`config.mk`:
```
export PLATFORM = sky130hd
export DESIGN_NAME = tlc_conflict_monitor_flat
export DESIGN_NICKNAME = d
export VERILOG_FILES = /design/src/rtl/tlc_pkg.sv /design/src/rtl/tlc_conflict_monitor_if.sv /design/src/rtl/tlc_flash_div.sv /design/src/rtl/tlc_conflict_monitor.sv /design/src/flat_wrapper.sv
export SDC_FILE = /design/constraint.sdc
export NUM_CORES = 1
export LEC_CHECK = 0
export BUFFER_PORTS_ARGS = -buffer_cell sky130_fd_sc_hd__buf_4
export CAP_MARGIN = 5
export CORE_MARGIN = 5
export CORE_UTILIZATION = 52
export DETAILED_ROUTE_END_ITERATION = 6
export HOLD_SLACK_MARGIN = 0.1
export PLACE_DENSITY = 0.83
export SYNTH_ARGS = -nofsm -noshare
export SYNTH_HDL_FRONTEND = slang
export SYNTH_SLANG_ARGS = --single-unit
```
`constraint.sdc`:
```
create_clock -name clk -period 1.9 [get_ports clk]
set_input_delay 0.285 -clock clk [delete_from_list [all_inputs] [get_ports clk]]
set_output_delay 0.285 -clock clk [all_outputs]
set_load 0.01 [all_outputs]
```
`src/rtl/tlc_pkg.sv`:
```
// Shared definitions for the traffic light conflict monitor: light codes,
// fault codes, monitor FSM encodings and small decode helpers.
package tlc_pkg;

    typedef enum logic [1:0] {
        RED     = 2'b00,
        YELLOW  = 2'b01,
        GREEN   = 2'b10,
        ILLEGAL = 2'b11
    } light_t;

    localparam logic [2:0] FC_NONE          = 3'd0;
    localparam logic [2:0] FC_CONFLICT      = 3'd1;
    localparam logic [2:0] FC_ILLEGAL_CODE  = 3'd2;
    localparam logic [2:0] FC_ILLEGAL_TRANS = 3'd3;
    localparam logic [2:0] FC_SHORT_YELLOW  = 3'd4;
    localparam logic [2:0] FC_SHORT_ALLRED  = 3'd5;

    typedef enum logic [1:0] {
        MON      = 2'b00,
        FAULT    = 2'b01,
        WAIT_CLR = 2'b10
    } mon_state_t;

    // One road may stay put or advance G->Y->R->G; anything else is illegal.
    function automatic logic step_legal(input logic [1:0] prev_code, input logic [1:0] cur_code);
        logic ok;
        if (prev_code == cur_code) begin
            ok = 1'b1;
        end else begin
            case ({prev_code, cur_code})
                {GREEN, YELLOW}: ok = 1'b1;
                {YELLOW, RED}:   ok = 1'b1;
                {RED, GREEN}:    ok = 1'b1;
                default:         ok = 1'b0;
            endcase
        end
        return ok;
    endfunction

    // Bit n of hits set means fault code n is present; the lowest code wins.
    function automatic logic [2:0] first_fault(input logic [5:1] hits);
        logic [2:0] code;
        if (hits[1]) begin
            code = FC_CONFLICT;
        end else if (hits[2]) begin
            code = FC_ILLEGAL_CODE;
        end else if (hits[3]) begin
            code = FC_ILLEGAL_TRANS;
        end else if (hits[4]) begin
            code = FC_SHORT_YELLOW;
        end else if (hits[5]) begin
            code = FC_SHORT_ALLRED;
        end else begin
            code = FC_NONE;
        end
        return code;
    endfunction

endpackage

```
`src/rtl/tlc_conflict_monitor_if.sv`:
```
// Light-code bus between the controller, the safety monitor and the lamp drivers.
interface tlc_conflict_monitor_if;

    logic [1:0] hwy;
    logic [1:0] cntry;
    logic       ack;
    logic [1:0] safe_hwy;
    logic [1:0] safe_cntry;
    logic       fault;
    logic [2:0] fault_code;
    logic       flash;

    modport master (
        output hwy, cntry, ack,
        input  safe_hwy, safe_cntry, fault, fault_code, flash
    );

    modport slave (
        input  hwy, cntry, ack,
        output safe_hwy, safe_cntry, fault, fault_code, flash
    );

endinterface

```
`src/rtl/tlc_flash_div.sv`:
```
// Flash strobe divider: starts high on fault entry, toggles every FLASH_DIV
// cycles while enabled, and is held low whenever the monitor is not in fault.
module tlc_flash_div #(
    parameter int FLASH_DIV = 8
) (
    input  logic clk,
    input  logic clear_n,
    input  logic en,
    input  logic start,
    output logic flash
);

    localparam int DIV_W = (FLASH_DIV > 1) ? $clog2(FLASH_DIV) : 1;
    localparam logic [DIV_W-1:0] DIV_LAST = DIV_W'(FLASH_DIV - 1);

    logic [DIV_W-1:0] cnt_r;
    logic [DIV_W-1:0] cnt_s;
    logic             flash_r;
    logic             flash_s;

    // Next divider count and strobe level.
    always_comb begin
        cnt_s   = cnt_r;
        flash_s = flash_r;
        if (!en) begin
            cnt_s   = {DIV_W{1'b0}};
            flash_s = 1'b0;
        end else if (start) begin
            cnt_s   = {DIV_W{1'b0}};
            flash_s = 1'b1;
        end else if (cnt_r == DIV_LAST) begin
            cnt_s   = {DIV_W{1'b0}};
            flash_s = ~flash_r;
        end else begin
            cnt_s   = cnt_r + DIV_W'(1);
            flash_s = flash_r;
        end
    end

    // Divider state register.
    always_ff @(posedge clk or negedge clear_n) begin
        if (!clear_n) begin
            cnt_r   <= {DIV_W{1'b0}};
            flash_r <= 1'b0;
        end else begin
            cnt_r   <= cnt_s;
            flash_r <= flash_s;
        end
    end

    assign flash = flash_r;

endmodule

```
`src/rtl/tlc_conflict_monitor.sv`:
```
// Safety monitor on the light-code bus: latches the first violation, forces
// all-red with a flash strobe, and releases after ack plus a clean all-red.
// Optional timing checks (short yellow / short all-red) under TLC_MON_TIMING_CHECK_EN.
module tlc_conflict_monitor
    import tlc_pkg::*;
#(
    parameter int MIN_YELLOW = 3,
    parameter int MIN_ALLRED = 1,
    parameter int CNT_W      = 4,
    parameter int FLASH_DIV  = 8
) (
    input  logic                   clk,
    input  logic                   clear_n,
    tlc_conflict_monitor_if.slave  bus
);

    mon_state_t state_r;
    mon_state_t state_s;

    logic [1:0] prev_hwy_r;
    logic [1:0] prev_cntry_r;
    logic       prev_vld_r;

    logic       hit_conflict_s;
    logic       hit_illegal_s;
    logic       hit_trans_s;
    logic       hit_short_y_s;
    logic       hit_short_ar_s;
    logic [2:0] code_s;
    logic       viol_s;
    logic       allred_ok_s;
    logic       in_allred_s;
    logic       enter_fault_s;

    logic [1:0] safe_hwy_r;
    logic [1:0] safe_cntry_r;
    logic       fault_r;
    logic [2:0] fault_code_r;
    logic [1:0] safe_hwy_s;
    logic [1:0] safe_cntry_s;
    logic       fault_s;
    logic [2:0] fault_code_s;

    assign in_allred_s    = (bus.hwy == RED) && (bus.cntry == RED);
    assign hit_conflict_s = (bus.hwy != RED) && (bus.cntry != RED);
    assign hit_illegal_s  = (bus.hwy == ILLEGAL) || (bus.cntry == ILLEGAL);
    assign hit_trans_s    = prev_vld_r &&
                            (!step_legal(prev_hwy_r, bus.hwy) || !step_legal(prev_cntry_r, bus.cntry));

`ifdef TLC_MON_TIMING_CHECK_EN
    localparam logic [CNT_W-1:0] DWELL_MAX    = {CNT_W{1'b1}};
    localparam logic [CNT_W-1:0] MIN_YELLOW_C = CNT_W'(MIN_YELLOW);
    localparam logic [CNT_W-1:0] MIN_ALLRED_C = CNT_W'(MIN_ALLRED);

    logic [CNT_W-1:0] dwell_r;
    logic [CNT_W-1:0] dwell_s;
    logic             pair_same_s;
    logic             prev_allred_s;

    assign pair_same_s   = prev_vld_r && (bus.hwy == prev_hwy_r) && (bus.cntry == prev_cntry_r);
    assign prev_allred_s = (prev_hwy_r == RED) && (prev_cntry_r == RED);

    // Dwell on the current (hwy, cntry) pair, saturating.
    always_comb begin
        dwell_s = dwell_r;
        if (!pair_same_s) begin
            dwell_s = {{(CNT_W-1){1'b0}}, 1'b1};
        end else if (dwell_r == DWELL_MAX) begin
            dwell_s = dwell_r;
        end else begin
            dwell_s = dwell_r + CNT_W'(1);
        end
    end

    // Dwell counter register.
    always_ff @(posedge clk or negedge clear_n) begin
        if (!clear_n) begin
            dwell_r <= {CNT_W{1'b0}};
        end else begin
            dwell_r <= dwell_s;
        end
    end

    assign hit_short_y_s  = prev_vld_r && (dwell_r < MIN_YELLOW_C) &&
                            (((prev_hwy_r == YELLOW) && (bus.hwy == RED)) ||
                             ((prev_cntry_r == YELLOW) && (bus.cntry == RED)));
    assign hit_short_ar_s = prev_vld_r && prev_allred_s && !in_allred_s && (dwell_r < MIN_ALLRED_C);
    assign allred_ok_s    = in_allred_s && (dwell_s >= MIN_ALLRED_C);
`else
    localparam int unused_cfg_p = MIN_YELLOW + MIN_ALLRED + CNT_W;

    assign hit_short_y_s  = 1'b0;
    assign hit_short_ar_s = 1'b0;
    assign allred_ok_s    = in_allred_s;
`endif

    assign code_s = first_fault({hit_short_ar_s, hit_short_y_s, hit_trans_s, hit_illegal_s, hit_conflict_s});
    assign viol_s = (code_s != FC_NONE);

    // Monitor state register.
    always_ff @(posedge clk or negedge clear_n) begin
        if (!clear_n) begin
            state_r <= MON;
        end else begin
            state_r <= state_s;
        end
    end

    // Next-state logic; an unknown encoding is treated as a fault.
    always_comb begin
        state_s = state_r;
        case (state_r)
            MON: begin
                if (viol_s) begin
                    state_s = FAULT;
                end else begin
                    state_s = MON;
                end
            end
            FAULT: begin
                if (bus.ack) begin
                    state_s = WAIT_CLR;
                end else begin
                    state_s = FAULT;
                end
            end
            WAIT_CLR: begin
                if (allred_ok_s) begin
                    state_s = MON;
                end else begin
                    state_s = WAIT_CLR;
                end
            end
            default: state_s = FAULT;
        endcase
    end

    // Output next values: the offending sample is replaced by red at the same edge.
    always_comb begin
        safe_hwy_s    = RED;
        safe_cntry_s  = RED;
        fault_s       = fault_r;
        fault_code_s  = fault_code_r;
        enter_fault_s = 1'b0;
        case (state_r)
            MON: begin
                if (viol_s) begin
                    fault_s       = 1'b1;
                    fault_code_s  = code_s;
                    enter_fault_s = 1'b1;
                end else begin
                    safe_hwy_s   = bus.hwy;
                    safe_cntry_s = bus.cntry;
                end
            end
            FAULT: begin
                fault_s = 1'b1;
            end
            WAIT_CLR: begin
                if (allred_ok_s) begin
                    fault_s      = 1'b0;
                    fault_code_s = FC_NONE;
                end else begin
                    fault_s = 1'b1;
                end
            end
            default: begin
                fault_s       = 1'b1;
                enter_fault_s = 1'b1;
            end
        endcase
    end

    // Registered lamp outputs, fault latch and previous-sample history.
    always_ff @(posedge clk or negedge clear_n) begin
        if (!clear_n) begin
            safe_hwy_r   <= RED;
            safe_cntry_r <= RED;
            fault_r      <= 1'b0;
            fault_code_r <= FC_NONE;
            prev_hwy_r   <= RED;
            prev_cntry_r <= RED;
            prev_vld_r   <= 1'b0;
        end else begin
            safe_hwy_r   <= safe_hwy_s;
            safe_cntry_r <= safe_cntry_s;
            fault_r      <= fault_s;
            fault_code_r <= fault_code_s;
            prev_hwy_r   <= bus.hwy;
            prev_cntry_r <= bus.cntry;
            prev_vld_r   <= !((state_r == WAIT_CLR) && (state_s == MON));
        end
    end

    tlc_flash_div #(
        .FLASH_DIV (FLASH_DIV)
    ) u_flash_div (
        .clk     (clk),
        .clear_n (clear_n),
        .en      (state_s != MON),
        .start   (enter_fault_s),
        .flash   (bus.flash)
    );

    assign bus.safe_hwy   = safe_hwy_r;
    assign bus.safe_cntry = safe_cntry_r;
    assign bus.fault      = fault_r;
    assign bus.fault_code = fault_code_r;

endmodule

```
`src/flat_wrapper.sv`:
```
// flat-port wrapper written by rule: the top's interface ports become plain ports
module tlc_conflict_monitor_flat import tlc_pkg::*;
#(
    parameter int MIN_YELLOW = 3,
    parameter int MIN_ALLRED = 1,
    parameter int CNT_W      = 4,
    parameter int FLASH_DIV  = 8
)
  (clk, clear_n, bus_hwy, bus_cntry, bus_ack, bus_safe_hwy, bus_safe_cntry, bus_fault, bus_fault_code, bus_flash);
  tlc_conflict_monitor_if bus_i ();
  input  logic clk;
  input  logic clear_n;
  input wire logic [$bits(bus_i.hwy)-1:0] bus_hwy;
  input wire logic [$bits(bus_i.cntry)-1:0] bus_cntry;
  input wire logic [$bits(bus_i.ack)-1:0] bus_ack;
  output wire logic [$bits(bus_i.safe_hwy)-1:0] bus_safe_hwy;
  output wire logic [$bits(bus_i.safe_cntry)-1:0] bus_safe_cntry;
  output wire logic [$bits(bus_i.fault)-1:0] bus_fault;
  output wire logic [$bits(bus_i.fault_code)-1:0] bus_fault_code;
  output wire logic [$bits(bus_i.flash)-1:0] bus_flash;
  assign bus_i.hwy = bus_hwy;
  assign bus_i.cntry = bus_cntry;
  assign bus_i.ack = bus_ack;
  assign bus_safe_hwy = bus_i.safe_hwy;
  assign bus_safe_cntry = bus_i.safe_cntry;
  assign bus_fault = bus_i.fault;
  assign bus_fault_code = bus_i.fault_code;
  assign bus_flash = bus_i.flash;
  tlc_conflict_monitor #(.MIN_YELLOW(MIN_YELLOW), .MIN_ALLRED(MIN_ALLRED), .CNT_W(CNT_W), .FLASH_DIV(FLASH_DIV)) u_core (.clk(clk), .clear_n(clear_n), .bus(bus_i));
endmodule
```
=== Word-level counts from Yosys, hierarchy flattened ===
Index checks and enable logic that the tools add are counted.
W data, S select, Z words.

* Flip-flop bits (word level): 19
* Input port bits: 7
* Word-level logic and storage cells: 79

* $add $sub $neg: 1
* Equality and inequality tests: 16
* Mux-type cells: 29
* Bitwise gates (word level): 1
* Reductions and logical operators: 22

{| class="wikitable"
|+ Operators by type and width
! cell !! number
|-
| $mux W3 || 7
|-
| $mux W2 || 7
|-
| $mux W1 || 11
|-
| $eq A4 B2 Y1 const B || 2
|-
| $eq A4 B3 Y1 const B || 2
|-
| $eq A4 B4 Y1 const B || 2
|-
| $logic_not A2 Y1 || 4
|-
| $reduce_bool A2 Y1 || 4
|-
| $eq A2 B2 Y1 const B || 3
|-
| $pmux W2 S3 || 1
|-
| $pmux W3 S2 || 1
|-
| $reduce_or A3 Y1 || 2
|-
| $eq A2 B2 Y1 || 2
|-
| $logic_and A1 B1 Y1 || 4
|-
| $ne A2 B1 Y1 const B || 2
|-
| $pmux W1 S2 || 2
|-
| $add A3 B1 Y3 const B || 1
|-
| $eq A3 B3 Y1 const B || 1
|-
| $logic_not A1 Y1 || 3
|-
| $ne A3 B1 Y1 const B || 1
|-
| $reduce_and A3 Y1 || 1
|-
| $reduce_bool A3 Y1 || 1
|-
| $eq A2 B1 Y1 const B || 1
|-
| $logic_or A1 B1 Y1 || 2
|-
| other kinds (2) || 2
|}

=== Depth between registers and ports, before layout ===
Gate-level depths: netlist (run 1).

* Depth after elaboration: 16
* Gate-level depth with buffers: 6
* Mapped depth without buffers: 6

=== Modules after synthesis ===
From an unflattened synthesis (run 1), not the netlist that was laid out.

* Cell total of the unflattened synthesis: 84
* Area, all modules: 895.9 um2

{| class="wikitable"
|+ Modules (own cells, without submodules)
! module !! instances !! cells an instance !! area each (um2)
|-
| tlc_conflict_monitor || 1 || 73 || 728.2
|-
| tlc_flash_div || 1 || 11 || 167.7
|}

=== Least setup slack after synthesis (run 1) ===
Ideal clock, no wire load.

* Kind: input-to-reg
* Start point: input port bus_hwy[0]
* End point: register u_core.fault_r (netlist: u_core.bus.fault)
* Arrival time: 1.380 ns
* Required time: 1.776 ns
* Path slack: 0.396 ns
* Stages on the path: 5
* Path buffers: 1
* Cell sequence: buf_6 nor2b_4 mux2_4 o31a_4 o31a_1

* Word-level cells in the longest chain between the ends: 12
* Elaborated cells on any way between the ends: 23
* Classes of those cells: eq/ne: 6; mux: 7; reduce/logical: 10

{| class="wikitable"
|+ Ends and longest elaborated chain
! element !! line !! text
|-
| start, declared || flat_wrapper.sv:13 || <nowiki>input wire logic [$bits(bus_i.hwy)-1:0] bus_hwy;</nowiki>
|-
| $eq A4 B4 Y1, or another cell as far along || tlc_pkg.sv:31 || <nowiki>case ({prev_code, cur_code})</nowiki>
|-
| $reduce_or A3 Y1 (no line) || n/a ||
|-
| $mux W1 || tlc_pkg.sv:31 ||
|-
| $mux W1 || tlc_pkg.sv:28 || <nowiki>if (prev_code == cur_code) begin</nowiki>
|-
| $logic_not A1 Y1 || tlc_conflict_monitor.sv:48 || <nowiki>(!step_legal(prev_hwy_r, bus.hwy) || !step_legal(prev_cntry_r, bus.cntry));</nowiki>
|-
| $logic_or A1 B1 Y1 || tlc_conflict_monitor.sv:48 ||
|-
| $logic_and A1 B1 Y1 || tlc_conflict_monitor.sv:47 || <nowiki>assign hit_trans_s = prev_vld_r &&</nowiki>
|-
| $mux W2 || tlc_pkg.sv:48 || <nowiki>end else if (hits[3]) begin</nowiki>
|-
| $mux W3 || tlc_pkg.sv:46 || <nowiki>end else if (hits[2]) begin</nowiki>
|-
| $mux W3 || tlc_pkg.sv:44 || <nowiki>if (hits[1]) begin</nowiki>
|-
| $reduce_bool A3 Y1 || tlc_conflict_monitor.sv:98 || <nowiki>assign viol_s = (code_s != FC_NONE);</nowiki>
|-
| $ne A2 B1 Y1 (no line) || n/a ||
|-
| end signal, assigned || tlc_conflict_monitor.sv:187 || <nowiki>fault_r <= fault_s;</nowiki>
|-
| end, declared || tlc_conflict_monitor.sv:37 || <nowiki>logic fault_r;</nowiki>
|}

Several ways; a longest one is shown, not always the timed one.
A chain may end at the register's enable or synchronous reset.

=== Worst setup path after layout (run 1) ===
* Start point: register u_core.prev_hwy_r[0]
* End point: register u_core.fault_r (netlist: u_core.bus.fault)

* Word-level cells in the longest chain between the ends: 12
* Elaborated cells on any way between the ends: 15
* Classes of those cells: eq/ne: 5; mux: 5; reduce/logical: 5

{| class="wikitable"
|+ Ends and longest elaborated chain
! element !! line !! text
|-
| start, declared || tlc_conflict_monitor.sv:20 || <nowiki>logic [1:0] prev_hwy_r;</nowiki>
|-
| start signal, assigned || tlc_conflict_monitor.sv:189 || <nowiki>prev_hwy_r <= bus.hwy;</nowiki>
|-
| $eq A4 B4 Y1, or another cell as far along || tlc_pkg.sv:31 ||
|-
| $reduce_or A3 Y1 (no line) || n/a ||
|-
| $mux W1 || tlc_pkg.sv:31 ||
|-
| $mux W1 * || tlc_pkg.sv:28 ||
|-
| $logic_not A1 Y1 * || tlc_conflict_monitor.sv:48 ||
|-
| $logic_or A1 B1 Y1 * || tlc_conflict_monitor.sv:48 ||
|-
| $logic_and A1 B1 Y1 * || tlc_conflict_monitor.sv:47 ||
|-
| $mux W2 * || tlc_pkg.sv:48 ||
|-
| $mux W3 * || tlc_pkg.sv:46 ||
|-
| $mux W3 * || tlc_pkg.sv:44 ||
|-
| $reduce_bool A3 Y1 * || tlc_conflict_monitor.sv:98 ||
|-
| $ne A2 B1 Y1 (no line) * || n/a ||
|}

Every way passes the cells marked *; elsewhere a longest branch is shown, timed or not.

==> impl_metrics.py, run 1 <==
metrics = {
    "timing": {
        "fin_worst_hold_slack_ps": 168.4,
        "worst_clock_skew_ps": 2.442,
        "layout_min_cycle_time_ps": 1577,
        "final_max_slew_viol_count": 0,
        "final-setup-viol-count": 0,
        "rsz0062_at_grt": "false",
        "fin_crit_sh": 0.8297,
        "hold_viol": 0,
        "setup_total_negative_slack_ps": 0,
        "final_setup_margin_ps": 323.5,
        "fmax_mhz": 634.3,
    },
    "critical_path": {
        "endpoint_kind": "flip-flop",
        "startpoint_type": "flip-flop",
        "timing.critical_path.arrival_ps": 1750,
        "worst-endpoint-required_ps": 2070,
        "worstReg2RegEnd": "u_core.bus.fault",
        "criticalPathCategory": "flip-flop to flip-flop",
        "reg2reg_slack_ps": 320,
        "worst_r2r_startpoint": "u_core.prev_hwy_r[0]",
        "r2r.worst_path.cells": 4,
        "critPathMaxFanout": 6,
    },
    "hold_path": {
        "hold_class": "primary input to flip-flop",
        "hold_depth": 1,
        "startpoint_of_the_worst_hold_path": "bus_cntry[0]",
        "hold_end": "u_core.prev_cntry_r[0]",
    },
    "clock_network": {
        "worst_skew_pair.late_latency_ps": 280,
        "numClockSinks": 18,
        "number_of_h_tree_branching_levels": 1,
        "cts_repair_resize_count": 0,
        "clk_pin_slew_ps": 100,
        "tritoncts.num_buffers": 3,
        "clk_root_buffer_cell": "sky130_fd_sc_hd__clkbuf_4",
        "cts_tree": "built",
        "clockBufferDepth": 2,
    },
    "power_and_ir_drop": {
        "power.static_leakage_nw": 0.4626,
        "power_per_cell_area_nw_per_um2": 1076,
        "ir_drop_mv": 0.6834,
    },
    "grt": {
        "track_usage": 0.1403,
        "grt_pass1_wl_mm": 2.842,
        "antenna_found_initial": 0,
        "grt.overflow.total": 0,
        "grt_pass1_vias": 648,
        "grt_max_degree": 19,
    },
    "yosys": {
        "syn-instance-count": 75,
        "synth_seq_area_share": 0.5202,
        "synth.ff_latch_count": 18,
        "number_of_warning_messages_in_the_yosys_log": 0,
        "synthesis.area_per_instance_um2": 11.54,
        "synth.distinct_cells": 35,
        "synthesis.area_um2": 865.8,
        "synth.net_count": 84,
    },
    "cells_and_area": {
        "synthToLayoutAreaGrowth_pct": 14.74,
        "filler_cell_count": 145,
        "antenna-diode-count": 0,
        "finish.net_count": 101,
        "postLayoutCoreUtil": 0.6445,
        "fraction_of_layout_cells_with_a_size_suffix_above_1": 0.2444,
    },
    "placed_design": {
        "detailed_place_hpwl_mm": 1.213,
        "place_worst_setup_slack_ps": 271.2,
        "gpl.final_weighted_congestion": 0.7683,
        "buffer_ports.inserted": 14,
    },
    "routing": {
        "drc": 0,
        "route.antenna.remaining_nets": 0,
        "post_drt_via_cell_ratio": 5.764,
        "routed-via-count": 611,
        "drt_wl_total_mm": 1.633,
        "dr.pass1.iters": 4,
        "drt-wirelength-per-cell_um": 15.41,
        "detail_route.iter0.violations": 13,
    },
    "floorplanning": {
        "ios": 16,
        "design.die.area_um2": 2581,
        "floorplan.initialDensity": 0.5617,
        "die_x_um": 50.81,
        "core.rowCount": 14,
        "core_um2": 1541,
        "die_height_um": 50.81,
    },
    "run": {
        "maxCapViolCount": 0,
    },
    "status": {
        "outcome": "complete, no violations",
    },
}
metrics by stage:
stage	instances	total power, W	cell area (um2)
2_1_floorplan	75	0.0007719	865.8
3_3_place_gp	102	0.0008737	960.9
3_5_place_dp	102	0.0008929	960.9
4_1_cts	106	0.001075	993.5
5_1_grt	106	0.001151	993.5
6_report	106	0.001069	993.5
sequential cells by signal, summed over array words and instances (netlist names):
signal / cells
u_core.bus.fault: 1
u_core.bus.fault_code: 2
u_core.bus.safe_cntry: 2
u_core.bus.safe_hwy: 2
u_core.prev_cntry_r: 2
u_core.prev_hwy_r: 2
u_core.prev_vld_r: 1
u_core.state_r: 2
u_core.u_flash_div.cnt_r: 3
u_core.u_flash_div.flash: 1
cell families after synthesis:
kind of cell             count (synthesis)  synth area share
AO/OA/AOI/OAI                           18            0.1518
buffers and inverters                    4           0.03901
multiplexers                             2           0.02890
adder cells (fa/ha/maj)                  3           0.04046
XOR/XNOR                                 2           0.02023
AND/OR/NAND/NOR                         27            0.1951
other                                    1          0.004331
flip-flops                              18            0.5202
how the worst max path moves through the flow:
| stage | from | endpoint |
|---|---|---|
| finish | u_core.prev_hwy_r[0] | u_core.bus.fault |
| global route | u_core.u_flash_div.cnt_r[0] | u_core.u_flash_div.flash |
| CTS | u_core.prev_hwy_r[0] | u_core.bus.fault |
| detailed placement | bus_cntry[1] | u_core.bus.fault |
| global placement | bus_hwy[0] | u_core.bus.fault |
| floorplan | bus_hwy[0] | u_core.bus.fault |
final cells by class:
cell class	instances	area, um2	share of cell area
Tap cell	16	20.02	0.02015
Timing Repair Buffer	15	115.1	0.1159
Multi-Input combinational cell	53	381.6	0.3841
Sequential cell	18	450.4	0.4534
Clock buffer	3	22.52	0.02267
Inverter	1	3.754	0.003778
critical path, cell delays in order (launching register included):
cell and delay (ps):
sky130_fd_sc_hd__dfrtp_1 430, sky130_fd_sc_hd__nor2b_4 130, sky130_fd_sc_hd__mux2_4 320, sky130_fd_sc_hd__o31a_4 310, sky130_fd_sc_hd__o31a_1 280
metal layers:
layer / part of all wire / track usage / vias to the layer above
met3: 0.037 / 0.02959 / 2
li1: - / - / 298
met1: 0.44 / 0.1756 / 297
met2: 0.52 / 0.2417 / 14
met5: 0 / 0 / -
met4: 0.0061 / 0.03830 / 0
synth_stat cells:
cell type                  count  area share
sky130_fd_sc_hd__xor2_1        1       0.010
sky130_fd_sc_hd__o31a_1        1       0.010
sky130_fd_sc_hd__buf_6         2       0.026
sky130_fd_sc_hd__nor2b_4       1       0.016
sky130_fd_sc_hd__and2_1        3       0.022
sky130_fd_sc_hd__inv_1         1      0.0043
sky130_fd_sc_hd__mux2_4        1       0.017
sky130_fd_sc_hd__o31a_4        1       0.020
sky130_fd_sc_hd__nor2b_1       2       0.014
sky130_fd_sc_hd__nor3b_1       5       0.043
sky130_fd_sc_hd__o31ai_1       1      0.0087
sky130_fd_sc_hd__dfrtp_1      18        0.52
sky130_fd_sc_hd__a22o_1        2       0.020
sky130_fd_sc_hd__o22ai_1       1      0.0072
sky130_fd_sc_hd__nor2_1        3       0.013
sky130_fd_sc_hd__or4_1         1      0.0087
sky130_fd_sc_hd__xnor2_1       1       0.010
sky130_fd_sc_hd__or2_2         1      0.0072
sky130_fd_sc_hd__nand2b_1      1      0.0072
sky130_fd_sc_hd__o211ai_1      1      0.0087
sky130_fd_sc_hd__a32oi_1       1       0.010
sky130_fd_sc_hd__nand3b_1      1      0.0087
sky130_fd_sc_hd__nand2_1       6       0.026
sky130_fd_sc_hd__buf_4         1      0.0087
sky130_fd_sc_hd__conb_1        1      0.0043
sky130_fd_sc_hd__nor3_1        1      0.0058
sky130_fd_sc_hd__maj3_1        1       0.012
sky130_fd_sc_hd__mux2i_1       1       0.012
sky130_fd_sc_hd__o21ai_0       4       0.023
sky130_fd_sc_hd__or3_1         1      0.0072
sky130_fd_sc_hd__ha_1          2       0.029
sky130_fd_sc_hd__nand2b_4      1       0.016
sky130_fd_sc_hd__a31oi_1       4       0.029
sky130_fd_sc_hd__o21ai_1       1      0.0058
sky130_fd_sc_hd__o21a_1        1      0.0087
power breakdown:
group | total (W) | switching, W | internal [W]
Clock | 0.000181 | 0.000108 | 0.0000734
Combinational | 0.000356 | 0.000179 | 0.000177
Sequential | 0.000531 | 0.0000658 | 0.000466
placed cells by master (no fill, tap or decap):
| master | n |
|---|---|
| sky130_fd_sc_hd__o31ai_1 | 1 |
| sky130_fd_sc_hd__nor2b_4 | 1 |
| sky130_fd_sc_hd__dlygate4sd3_1 | 1 |
| sky130_fd_sc_hd__nor2b_1 | 2 |
| sky130_fd_sc_hd__or2_2 | 1 |
| sky130_fd_sc_hd__or4_1 | 1 |
| sky130_fd_sc_hd__maj3_1 | 1 |
| sky130_fd_sc_hd__o21ai_1 | 1 |
| sky130_fd_sc_hd__conb_1 | 1 |
| sky130_fd_sc_hd__a32oi_1 | 1 |
| sky130_fd_sc_hd__nand3b_1 | 1 |
| sky130_fd_sc_hd__nor3b_1 | 5 |
| sky130_fd_sc_hd__or3_1 | 1 |
| sky130_fd_sc_hd__dfrtp_1 | 18 |
| sky130_fd_sc_hd__inv_1 | 1 |
| sky130_fd_sc_hd__o22ai_1 | 1 |
| sky130_fd_sc_hd__mux2i_1 | 1 |
| sky130_fd_sc_hd__xnor2_1 | 1 |
| sky130_fd_sc_hd__nor3_1 | 1 |
| sky130_fd_sc_hd__nand2b_4 | 1 |
| sky130_fd_sc_hd__and2_1 | 3 |
| sky130_fd_sc_hd__o211ai_1 | 1 |
| sky130_fd_sc_hd__o21a_1 | 1 |
| sky130_fd_sc_hd__o21ai_0 | 4 |
| sky130_fd_sc_hd__clkbuf_4 | 3 |
| sky130_fd_sc_hd__nand2b_1 | 1 |
| sky130_fd_sc_hd__a22o_1 | 2 |
| sky130_fd_sc_hd__o31a_1 | 1 |
| sky130_fd_sc_hd__buf_4 | 14 |
| sky130_fd_sc_hd__xor2_1 | 1 |
| sky130_fd_sc_hd__a31oi_1 | 4 |
| sky130_fd_sc_hd__nand2_1 | 6 |
| sky130_fd_sc_hd__ha_1 | 2 |
| sky130_fd_sc_hd__nor2_1 | 3 |
| sky130_fd_sc_hd__mux2_4 | 1 |
| sky130_fd_sc_hd__o31a_4 | 1 |
repair_timing:
item / CTS / global route
buffers inserted: 0 / 0
hold endpoints to repair: 18 / 0
hold buffers: 1 / 0
No activity file was read; power rests on OpenSTA's default activity.
==> inputs of run 2 (changes only) <==
--- a/config.mk
+++ b/config.mk
@@ -8,10 +8,10 @@
 export BUFFER_PORTS_ARGS = -buffer_cell sky130_fd_sc_hd__buf_4
 export CAP_MARGIN = 5
 export CORE_MARGIN = 5
-export CORE_UTILIZATION = 52
+export CORE_UTILIZATION = 47
 export DETAILED_ROUTE_END_ITERATION = 6
 export HOLD_SLACK_MARGIN = 0.1
-export PLACE_DENSITY = 0.83
+export PLACE_DENSITY = 0.8
 export SYNTH_ARGS = -nofsm -noshare
 export SYNTH_HDL_FRONTEND = slang
 export SYNTH_SLANG_ARGS = --single-unit
==> constraint.sdc (replaced) <==
create_clock -name clk -period 1.3 [get_ports clk]
set_input_delay 0.195 -clock clk [delete_from_list [all_inputs] [get_ports clk]]
set_output_delay 0.195 -clock clk [all_outputs]
set_load 0.01 [all_outputs]
==> run 2 against run 1 <==
The run now ends with negative setup slack left. Sequential share of layout area decreased by 8.5 points. Sequential power increased by 47%. Clock skew increased by 7.0 ps. Worst setup slack got worse by 620 ps. Register-to-register slack got worse by 620 ps. Hold slack got worse by 19 ps. Critical path type unchanged. Largest cell class unchanged.
==> impl_metrics.py, run 2 (synthesis gave the netlist of run 1 again) <==
metrics = {
    "timing": {
        "final-setup-viol-count": 9,
        "rsz0062_at_grt": "true",
        "hold_viol": 0,
        "final_max_slew_viol_count": 0,
        "final_setup_margin_ps": -293.2,
        "fin_crit_sh": 1.226,
        "fin_worst_hold_slack_ps": 149.9,
        "fmax_mhz": 627.7,
        "setup_total_negative_slack_ps": -2054,
        "worst_clock_skew_ps": 9.454,
        "layout_min_cycle_time_ps": 1593,
    },
    "grt": {
        "track_usage": 0.1681,
        "grt_pass1_wl_mm": 3.229,
        "grt_max_degree": 19,
        "grt.overflow.total": 0,
        "grt_pass1_vias": 734,
        "antenna_found_initial": 0,
    },
    "cells_and_area": {
        "fraction_of_layout_cells_with_a_size_suffix_above_1": 0.4495,
        "ff_latch_area_um2": 450.4,
        "max_flop_register": "u_core.u_flash_div.cnt_r",
        "largest_register_ff_count": 3,
        "filler_cell_count": 141,
        "finish.net_count": 119,
        "mostFrequentLayoutCell": "sky130_fd_sc_hd__buf_4",
        "antenna-diode-count": 0,
        "synthToLayoutAreaGrowth_pct": 41.33,
        "final-instance-count-excl-fill": 134,
        "final_cell_mix": "sky130_fd_sc_hd__buf_4, sky130_fd_sc_hd__dfrtp_1, sky130_fd_sc_hd__nand2_1",
        "multi_input_comb_area_um2": 445.4,
        "postLayoutCoreUtil": 0.7011,
    },
    "critical_path": {
        "crit_chain": "nor2b_4, mux2_4, o31a_4, o31a_1",
        "r2r.worst_path.cells": 4,
        "timing.critical_path.arrival_ps": 1790,
        "critPathMaxFanout": 6,
        "crit_path_top_delay_cell": "sky130_fd_sc_hd__dfrtp_1",
        "reg2reg_slack_ps": -290,
        "worst-endpoint-required_ps": 1490,
        "critical_path.top_delay_family": "compound AO/OA/AOI/OAI gates",
        "worstSetupPathDepth": 4,
        "criticalPathCategory": "flip-flop to flip-flop",
        "endpoint_kind": "flip-flop",
        "startpoint_type": "flip-flop",
        "worst_path_largest_cell_delay_ps": 440,
        "critPathBufInv": 0,
    },
    "run": {
        "maxCapViolCount": 0,
    },
    "floorplanning": {
        "design.die.area_um2": 2801,
        "die_height_um": 52.92,
        "core.rowCount": 15,
        "core_um2": 1745,
        "ios": 16,
        "floorplan.initialDensity": 0.4961,
        "die_x_um": 52.92,
    },
    "power_and_ir_drop": {
        "ir_drop_mv": 1.098,
        "power.static_leakage_nw": 0.5601,
        "power_per_cell_area_nw_per_um2": 1479,
        "finalPower_w": 0.001809,
    },
    "clock_network": {
        "tritoncts.num_buffers": 3,
        "numClockSinks": 18,
        "worst_skew_pair.late_latency_ps": 310,
        "clockBufferDepth": 2,
        "clk_pin_slew_ps": 120,
        "number_of_h_tree_branching_levels": 1,
        "clk_root_buffer_cell": "sky130_fd_sc_hd__clkbuf_4",
        "cts_tree": "built",
    },
    "routing": {
        "route.antenna.remaining_nets": 0,
        "drc": 0,
        "dr.pass1.iters": 4,
        "detail_route.iter0.violations": 10,
        "drt_wl_total_mm": 1.969,
        "post_drt_via_cell_ratio": 5.201,
        "routed-via-count": 697,
        "drt-wirelength-per-cell_um": 14.69,
    },
    "placed_design": {
        "gpl.final_weighted_congestion": 0.7936,
        "buffer_ports.inserted": 14,
        "detailed_place_hpwl_mm": 1.294,
        "dp.cells": 123,
    },
    "hold_path": {
        "hold_class": "primary input to flip-flop",
        "hold_depth": 2,
    },
    "status": {
        "outcome": "finished, violations left",
        "violations": "negative setup slack",
    },
}
==> run 2: repair_timing <==
action | CTS | global route
buffers inserted | 5 | 0
hold endpoints to repair | 19 | 0
hold buffers | 2 | 0
setup endpoints to repair | 10 | 10
pin swaps | 9 | 1
gates resized for setup | 8 | 1
==> run 2: path summary, 6_finish.rpt <==
kind | startpoint | to
max | u_core.prev_hwy_r[0] | u_core.bus.fault
min | bus_hwy[0] | u_core.prev_hwy_r[0]
max reg2reg | u_core.prev_hwy_r[0] | u_core.bus.fault
min reg2reg | u_core.u_flash_div.cnt_r[0] | u_core.u_flash_div.cnt_r[0]
max in group asynchronous | clear_n | u_core.state_r[0]
min in group asynchronous | clear_n | u_core.bus.fault_code[1]
==> run 2: metrics by stage <==
step / setup WS (ps) / cell area [um2]
2_1_floorplan: -198.4 / 884.6
3_3_place_gp: -207.0 / 1081
3_5_place_dp: -252.4 / 1081
4_1_cts: -273.6 / 1217
5_1_grt: -314.9 / 1224
6_report: -293.2 / 1224
==> run 2: per-layer routing <==
metal	global-route usage	vias up	wire length (um)
li1	-	335	-
met4	0.1106	0	60
met2	0.2810	20	1032
met3	0.03662	8	77
met1	0.1906	334	799
met5	0	-	0
==> run 2: power breakdown <==
| part | leakage [nW] | internal (W) | switching, W |
|---|---|---|---|
| logic | 0.325 | 0.000358 | 0.000306 |
| registers | 0.214 | 0.000681 | 0.000101 |
| clock network | 0.0210 | 0.000171 | 0.000192 |
==> run 2: cell type report <==
cell class / count / area share
repair buffers: 33 / 0.2096
multi-input cells: 53 / 0.3640
clock buffers: 4 / 0.02965
well taps: 25 / 0.02556
flip-flops and latches: 18 / 0.3681
inverters: 1 / 0.003067
==> run 2: worst register-to-register path, cell delays in order, from the launching register on <==
cell and delay (ps):
sky130_fd_sc_hd__dfrtp_1 440, sky130_fd_sc_hd__nor2b_4 130, sky130_fd_sc_hd__mux2_4 310, sky130_fd_sc_hd__o31a_4 310, sky130_fd_sc_hd__o31a_1 290
==> inputs of run 3 (changes only) <==
--- a/config.mk
+++ b/config.mk
@@ -8,10 +8,11 @@
 export BUFFER_PORTS_ARGS = -buffer_cell sky130_fd_sc_hd__buf_4
 export CAP_MARGIN = 5
 export CORE_MARGIN = 5
-export CORE_UTILIZATION = 47
+export CORE_UTILIZATION = 50
+export CTS_BUF_LIST = sky130_fd_sc_hd__clkbuf_8
 export DETAILED_ROUTE_END_ITERATION = 6
 export HOLD_SLACK_MARGIN = 0.1
-export PLACE_DENSITY = 0.8
+export PLACE_DENSITY = 0.84
 export SYNTH_ARGS = -nofsm -noshare
 export SYNTH_HDL_FRONTEND = slang
 export SYNTH_SLANG_ARGS = --single-unit
==> run 3 against run 2 <==
The flow still finishes with violations (negative setup slack). Flip-flop and latch count unchanged. Register-to-register slack better by 90 ps. Non-clock buffer count down 3. Clock skew down 6.9 ps. Worst setup slack better by 87 ps. Count of clock-buffer cells in the layout unchanged. Sequential power up 2%. Die area down 4.9%. Critical path type unchanged. Critical endpoint unchanged.
==> impl_metrics.py, run 3 (synthesis gave the netlist of run 1 again) <==
metrics = {
    "grt": {
        "track_usage": 0.1586,
        "grt_pass1_vias": 731,
        "grt_max_degree": 19,
        "grt.overflow.total": 0,
        "grt_pass1_wl_mm": 3.105,
        "antenna_found_initial": 0,
    },
    "timing": {
        "rsz0062_at_grt": "true",
        "final_setup_margin_ps": -206.4,
        "final_max_slew_viol_count": 0,
        "fin_crit_sh": 1.159,
        "layout_min_cycle_time_ps": 1506,
        "worst_clock_skew_ps": 2.528,
        "hold_viol": 0,
        "fmax_mhz": 663.8,
        "final-setup-viol-count": 8,
        "setup_total_negative_slack_ps": -1328,
    },
    "routing": {
        "drt-wirelength-per-cell_um": 15.43,
        "route.antenna.remaining_nets": 0,
        "routed-via-count": 684,
        "drt_wl_total_mm": 1.898,
        "drc": 0,
        "post_drt_via_cell_ratio": 5.561,
        "dr.pass1.iters": 4,
        "detail_route.iter0.violations": 14,
    },
    "cells_and_area": {
        "antenna-diode-count": 0,
        "finish.net_count": 116,
        "max_flop_register": "u_core.u_flash_div.cnt_r",
        "synthToLayoutAreaGrowth_pct": 39.74,
        "mostFrequentLayoutCell": "sky130_fd_sc_hd__buf_4",
        "final-instance-count-excl-fill": 123,
        "fraction_of_layout_cells_with_a_size_suffix_above_1": 0.4528,
        "final_cell_mix": "sky130_fd_sc_hd__buf_4, sky130_fd_sc_hd__dfrtp_1, sky130_fd_sc_hd__nand2_1",
        "largest_register_ff_count": 3,
    },
    "run": {
        "maxCapViolCount": 0,
    },
    "clock_network": {
        "clk_root_buffer_cell": "sky130_fd_sc_hd__clkbuf_8",
        "number_of_h_tree_branching_levels": 1,
        "worst_skew_pair.late_latency_ps": 250,
        "cts_tree": "built",
        "numClockSinks": 18,
        "clk_pin_slew_ps": 70,
        "clockBufferDepth": 2,
        "tritoncts.num_buffers": 3,
    },
    "critical_path": {
        "critPathMaxFanout": 6,
        "worstSetupPathDepth": 4,
        "criticalPathCategory": "flip-flop to flip-flop",
        "critPathBufInv": 0,
        "crit_chain": "nor2b_4, mux2_4, o31a_4, o31a_1",
        "worst_path_largest_cell_delay_ps": 410,
        "critical_path.top_delay_family": "compound AO/OA/AOI/OAI gates",
        "crit_path_top_delay_cell": "sky130_fd_sc_hd__dfrtp_1",
        "r2r.worst_path.cells": 4,
        "worst-endpoint-required_ps": 1440,
        "timing.critical_path.arrival_ps": 1650,
        "startpoint_type": "flip-flop",
        "endpoint_kind": "flip-flop",
    },
    "placed_design": {
        "dp.cells": 116,
        "detailed_place_hpwl_mm": 1.223,
        "buffer_ports.inserted": 14,
        "gpl.final_weighted_congestion": 0.7869,
    },
    "hold_path": {
        "hold_class": "primary input to flip-flop",
        "hold_depth": 1,
    },
    "floorplanning": {
        "ios": 16,
        "core.rowCount": 15,
        "die_height_um": 51.62,
        "design.die.area_um2": 2664,
        "core_um2": 1689,
        "die_x_um": 51.62,
        "floorplan.initialDensity": 0.5126,
    },
    "power_and_ir_drop": {
        "ir_drop_mv": 0.9166,
        "power.static_leakage_nw": 0.5576,
        "power_per_cell_area_nw_per_um2": 1557,
        "finalPower_w": 0.001883,
    },
    "status": {
        "violations": "negative setup slack",
        "outcome": "finished, violations left",
    },
}
-- run 3: metal layers --
layer	up-vias	global-route usage	part of all wire
li1	330	-	-
met1	336	0.1883	0.43
met2	14	0.2564	0.50
met3	4	0.04298	0.048
met4	0	0.09170	0.018
met5	-	0	0
-- run 3: stage by stage --
step | cell area, um2 | worst slack (ps) | utilization | hold slack (ps)
after floorplan | 884.6 | -198.4 | - | -100.6
after global placement | 1079 | -208.3 | 0.6385 | 72.32
after detailed placement | 1079 | -243.1 | 0.6385 | 73.93
after CTS | 1182 | -254.7 | 0.7000 | 110.6
after global routing | 1210 | -309.8 | 0.7163 | 119.9
final | 1210 | -206.4 | 0.7163 | 125.0
-- run 3: final timing paths --
path,startpoint,slack (ps),endpoint
worst min register to register,u_core.u_flash_div.cnt_r[0],450,u_core.u_flash_div.cnt_r[0]
worst min-delay path,bus_cntry[1],120,u_core.prev_cntry_r[1]
worst max-delay path,u_core.prev_hwy_r[0],-210,u_core.bus.fault
worst max register to register,u_core.prev_hwy_r[0],-210,u_core.bus.fault
max in group asynchronous,clear_n,760,u_core.state_r[1]
min in group asynchronous,clear_n,340,u_core.bus.fault_code[0]
-- run 3: cell type report --
| type | instances | area (um2) |
|---|---|---|
| timing repair buffer | 30 | 230.2 |
| clock buffer | 4 | 55.05 |
| tap | 17 | 21.27 |
| sequential | 18 | 451.7 |
| inverter | 1 | 3.754 |
| multi-input combinational | 53 | 447.9 |
| fill | 116 | 479.2 |
-- run 3: timing repair --
action	4_1_cts	5_1_grt
endpoints found under the hold margin	19	0
gates resized for setup	5	6
pin swaps	3	3
setup endpoints to repair	10	11
setup buffers	1	0
hold buffers	2	0
cloned	0	0
-- run 3: where the power goes --
part	total, W	switching (W)	leakage (nW)	internal [W]
Clock	0.000450	0.000181	0.0288	0.000269
Sequential	0.000798	0.000113	0.212	0.000685
Combinational	0.000635	0.000302	0.316	0.000332
